--- config.mk ---
export PLATFORM = sky130hd
export DESIGN_NAME = multicycle_control
export DESIGN_NICKNAME = d
export VERILOG_FILES = /design/src/rtl/multicycle_control.sv
export SDC_FILE = /design/constraint.sdc
export NUM_CORES = 1
export LEC_CHECK = 0
export BUFFER_PORTS_ARGS = -buffer_cell sky130_fd_sc_hd__buf_2
export CORE_MARGIN = 5
export CORE_UTILIZATION = 39
export DETAILED_ROUTE_END_ITERATION = 10
export HOLD_SLACK_MARGIN = 0.05
export PLACE_DENSITY = 0.72
export SLEW_MARGIN = 20
export SYNTH_ARGS = -nofsm -noshare
export SYNTH_HDL_FRONTEND = slang
export SYNTH_SLANG_ARGS = --single-unit
--- constraint.sdc ---
create_clock -name clk -period 1.3 [get_ports clk]
set_input_delay 0.195 -clock clk [delete_from_list [all_inputs] [get_ports clk]]
set_output_delay 0.195 -clock clk [all_outputs]
set_load 0.02 [all_outputs]
--- src/rtl/multicycle_control.sv ---
// Multicycle MIPS-style control unit: Moore FSM sequencing fetch, decode and per-class
// execute steps, with memReady stretching the FETCH, MEMRD and MEMWR states.
module multicycle_control (
  input  logic       clk,
  input  logic       rst_n,
  input  logic [5:0] opcode,
  input  logic       memReady,
  output logic       pcWrite,
  output logic       pcWriteCond,
  output logic       iorD,
  output logic       memRead,
  output logic       memWrite,
  output logic       irWrite,
  output logic       memToReg,
  output logic       regDst,
  output logic       regWrite,
  output logic       aluSrcA,
  output logic [1:0] aluSrcB,
  output logic [1:0] aluOp,
  output logic [1:0] pcSource,
  output logic [3:0] state
);

  typedef enum logic [3:0] {
    StFetch  = 4'd0,
    StDecode = 4'd1,
    StMemAdr = 4'd2,
    StMemRd  = 4'd3,
    StMemWb  = 4'd4,
    StMemWr  = 4'd5,
    StExec   = 4'd6,
    StRwb    = 4'd7,
    StBranch = 4'd8,
    StJump   = 4'd9,
    StAddiEx = 4'd10,
    StAddiWb = 4'd11
  } stateE;

  localparam logic [5:0] OpRType = 6'b000000;
  localparam logic [5:0] OpLw    = 6'b100011;
  localparam logic [5:0] OpSw    = 6'b101011;
  localparam logic [5:0] OpBeq   = 6'b000100;
  localparam logic [5:0] OpJ     = 6'b000010;
  localparam logic [5:0] OpAddi  = 6'b001000;

  stateE stateQ;
  stateE stateNext;
  stateE decState;
  logic  fetchStrobe;

  always_comb begin
    stateNext = StFetch;
    case (stateQ)
      StFetch:  stateNext = memReady ? StDecode : StFetch;
      StDecode: begin
        case (opcode)
          OpRType:     stateNext = StExec;
          OpLw, OpSw:  stateNext = StMemAdr;
          OpBeq:       stateNext = StBranch;
          OpJ:         stateNext = StJump;
          OpAddi:      stateNext = StAddiEx;
          default:     stateNext = StFetch;
        endcase
      end
      StMemAdr: stateNext = (opcode == OpLw) ? StMemRd : StMemWr;
      StMemRd:  stateNext = memReady ? StMemWb : StMemRd;
      StMemWb:  stateNext = StFetch;
      StMemWr:  stateNext = memReady ? StFetch : StMemWr;
      StExec:   stateNext = StRwb;
      StRwb:    stateNext = StFetch;
      StBranch: stateNext = StFetch;
      StJump:   stateNext = StFetch;
      StAddiEx: stateNext = StAddiWb;
      StAddiWb: stateNext = StFetch;
      default:  stateNext = StFetch;
    endcase
  end

  always_ff @(posedge clk) begin
    if (!rst_n) begin
      stateQ <= StFetch;
    end else begin
      stateQ <= stateNext;
    end
  end

  // While reset is held, decode as FETCH right away so no strobe from an interrupted
  // state (e.g. a MEMWR wait) leaks through before the register is cleared.
  assign decState    = rst_n ? stateQ : StFetch;
  assign fetchStrobe = memReady & rst_n;

  always_comb begin
    pcWrite     = 1'b0;
    pcWriteCond = 1'b0;
    iorD        = 1'b0;
    memRead     = 1'b0;
    memWrite    = 1'b0;
    irWrite     = 1'b0;
    memToReg    = 1'b0;
    regDst      = 1'b0;
    regWrite    = 1'b0;
    aluSrcA     = 1'b0;
    aluSrcB     = 2'b00;
    aluOp       = 2'b00;
    pcSource    = 2'b00;
    case (decState)
      StFetch: begin
        memRead = 1'b1;
        aluSrcB = 2'b01;
        irWrite = fetchStrobe;
        pcWrite = fetchStrobe;
      end
      StDecode: aluSrcB = 2'b11;
      StMemAdr: begin
        aluSrcA = 1'b1;
        aluSrcB = 2'b10;
      end
      StMemRd: begin
        memRead = 1'b1;
        iorD    = 1'b1;
      end
      StMemWb: begin
        regWrite = 1'b1;
        memToReg = 1'b1;
      end
      StMemWr: begin
        memWrite = 1'b1;
        iorD     = 1'b1;
      end
      StExec: begin
        aluSrcA = 1'b1;
        aluOp   = 2'b10;
      end
      StRwb: begin
        regDst   = 1'b1;
        regWrite = 1'b1;
      end
      StBranch: begin
        aluSrcA     = 1'b1;
        aluOp       = 2'b01;
        pcWriteCond = 1'b1;
        pcSource    = 2'b01;
      end
      StJump: begin
        pcWrite  = 1'b1;
        pcSource = 2'b10;
      end
      StAddiEx: begin
        aluSrcA = 1'b1;
        aluSrcB = 2'b10;
      end
      StAddiWb: regWrite = 1'b1;
      default: ;
    endcase
  end

  assign state = stateQ;

  assert property (@(posedge clk) !(memWrite && regWrite));

endmodule

==> summary.txt <==
Run status
  – Outcome: complete, but fails checks
  – Violated checks: setup timing

Worst setup path
  – Reg-to-Reg End: state[3]
  – Critical Path Source Type: flip-flop
  – CP endpoint: regWrite
  – Delay-heaviest family, CP: simple AND/OR/NAND/NOR gates
  – Crit end category: output port
  – CP cell instances: or3b_4 -> o22ai_2 -> and2_4 -> buf_6
  – Slowest cell on the critical path: or3b_4
  – Reg2Reg Depth: 7
  – Buf/Inv on CP: 1
  – Worst r2r src: state[2]
  – Crit path from: state[2]
  – FF-to-FF setup slack: -0.27 ns
  – Crit path kind: reg -> out
  – Stages on worst setup path: 4
  – Worst endpoint required time: 1.11 ns
  – CP max stage delay: just over 0.4 ns
  – WP data arrival: 1.49 ns
  – Worst Path Max Fanout: 7

Logic synthesis
  – Register area share after synthesis: 14.2%
  – Synthesized area per cell: about 7.2 sq um
  – Post-Synth Simple-Gate Area: between 40% and 50%
  – Synth Flop Type: dfxtp_1
  – Mapped cell area: around 560 sq um
  – Post-Syn Nets: 87
  – Synth warn: 0
  – Asr flop ratio synth: 0%
  – Synthesis-stage register bit count: 4
  – Post-synth EDFFs: 0
  – Synth Area in Compound Gates: between 20% and 30%
  – Post-Synth Adder-Cell Area: 0%
  – Area share of xor/xnor cells in the synthesized design: 4.67%
  – Largest family of logic cells by synthesized area: simple AND/OR/NAND/NOR gates
  – Post-synthesis cell count: 78
  – Post-synthesis mux area share: 1.78%
  – Netlist cell types: 43

Drt
  – DR vias/cell: 6.55
  – Drt pass-1 iters: 4
  – Routed len/inst: ~23 um
  – Total Wirelength: 3.52 mm
  – DRT iter0 DRCs: 38
  – Remaining DRCs: 0
  – Remaining antenna violation count: 0
  – Vias: 995

Clocking
  – CTS Hold Buffers Added: 0
  – H-tree depth: 1
  – Clk_lat worst skew: 0.24 ns
  – TritonCTS clock tree: done
  – Num CTS Buffers: 3
  – CTS max path bufs: 2
  – CTS Sinks: 4
  – Clock Pin Slew Worst Setup and Hold Paths: about 0.04 ns
  – Root Buffer: clkbuf_4

GRT
  – Initial antenna violation count: 0
  – Top Usage Layer GRT: met2
  – GRT met1 Usage: 25.1%
  – Number of global-route vias before repair: 837
  – Pin count of the biggest net entering global routing: 11
  – First-pass GRT wire length: between 3 and 4 mm
  – Grt ovf: 0
  – Gr usage total: between 20% and 30%
  – Met3 usage: 4.89%
  – Grt met2 use: ~44%

STA
  – Min setup slack post-route: -0.383 ns
  – Rel. slew slack: 71.8%
  – Final setup viols: 20
  – Fmax: 594 MHz
  – Tmin final: 1.68 ns
  – Max-slew violations: 0
  – TNS Setup: -4.96 ns
  – Measured slew at the worst slew-check pin: 0.422 ns
  – Endpoints failing hold: 0
  – Final period utilization: 129%
  – Worst Skew: roughly 0.0027 ns
  – Unrepaired setup endpoints after global routing: yes

Floorplanning
  – Initial Util: a little over two fifths
  – Rows: 13
  – Io pins: 29
  – Die Ht: around 48 um
  – Core area: 0.00133 sq mm
  – Die Area: about 0.0023 sq mm
  – Chip width: 48.0 um

Finish
  – Final core occ: 95.2%
  – Number of flip-flops in the largest register: 4
  – Area grow syn2layout: 126%
  – Fillers: 35
  – Layout cells sized above 1: a little over two thirds
  – N_diodes: 0
  – Multi-input gate area: approximately 600 sq um
  – Register Area: 95.1 sq um
  – Layout net count: 148

Place
  – GPL Wtd Cong: 0.853
  – DP Wirelength: 1.70 mm
  – IO buf count: 28

Hold path
  – HP Class: in -> reg

Power and ir drop
  – Leak pwr: 0.000537 uW
  – VDD IR-drop max: 0.000346 V
  – PwrDens: 417 mW/mm^2
  – Power Total: 530 uW

Flow run
  – Max-Cap Viols: 0
metal layers:
layer  vias to the layer above  share of wire (%)
met5                         -                  0
met2                        74                 50
li1                        417                  -
met1                       485                 38
met3                        19                6.8
met4                         0                5.8
Yosys cell counts, types with 2 or more instances:
| cell type | count | area, sq um |
|---|---|---|
| buf_2 | 3 | 15.0 |
| clkbuf_1 | 2 | 7.51 |
| a31oi_1 | 2 | 12.5 |
| nand2_1 | 4 | 15.0 |
| or3b_1 | 2 | 17.5 |
| nor2b_1 | 3 | 18.8 |
| nor2_1 | 8 | 30.0 |
| nor3_1 | 3 | 15.0 |
| nor4_1 | 3 | 18.8 |
| or2_1 | 2 | 12.5 |
| nand3_1 | 3 | 15.0 |
| nand2b_1 | 3 | 18.8 |
| dfxtp_1 | 4 | 80.1 |
| xnor2_1 | 3 | 26.3 |
| a21oi_1 | 5 | 25.0 |
through the flow:
stage / cells / area [sq um] / worst slack (ns) / hold WS [ns]
after floorplan: 78 / 699 / -0.207 / 0.345
after detailed placement: 139 / 978 / -0.154 / 0.536
after global placement: 139 / 978 / -0.0632 / 0.511
final: 152 / 1270 / -0.383 / 0.296
after CTS: 147 / 1130 / -0.286 / 0.282
after global routing: 152 / 1270 / -0.570 / 0.324
timing repair:
action                                 in CTS  in global routing
endpoints found under the hold margin       0                  0
pin swaps                                   5                 13
setup buffers                               5                  5
setup endpoints to repair                  20                 20
gates resized for setup                    31                 25
power breakdown:
part	internal (uW)	switching (uW)	leakage [uW]
combinational	119	123	0.000488
clock	104	58.4	0.0000138
sequential	120	6.07	0.0000355
total	343	187	0.000537
tightest hold or removal path: cells and delay by family:
kind | cells | cell delay [ns]
AO/OA/AOI/OAI | 2 | 0.18
buffers and inverters | 1 | 0.12
how the worst min path moves through the flow:
stage / start / slack (ns) / cells after the start / to
after detailed placement: opcode[4] / 0.54 / 3 / state[1]
after floorplan: opcode[1] / 0.34 / 2 / state[0]
after CTS: opcode[4] / 0.28 / 3 / state[1]
after global placement: opcode[4] / 0.51 / 3 / state[1]
final: opcode[4] / 0.30 / 3 / state[1]
after global routing: opcode[4] / 0.32 / 3 / state[1]
logic make-up (layout without fill, tap and decap cells):
group,count (synthesis),after routing
mux,1,1
flops,4,4
buf+inv,10,69
simple gates,41,41
compound gates,19,19
xor+xnor,3,3
placed cells by master (no fill, tap or decap), drive strengths merged, types with 2 or more instances in the layout:
master / n
nor4: 4
nor2b: 3
dfxtp: 4
a21oi: 5
inv: 2
a31oi: 2
or2: 2
nor3: 3
nand3: 3
or3b: 2
nand2: 4
xnor2: 3
o21ai: 2
buf: 64
clkbuf: 3
nand2b: 3
nor2: 8
final cells by class:
cell class                 count  area share (%)
tap                           15            1.48
timing repair buffer          64            41.1
sequential                     4            7.49
multi-input combinational     64            47.2
inverter                       2           0.985
clock buffer                   3            1.77
Note: power is estimated with default switching activity, not from simulation.
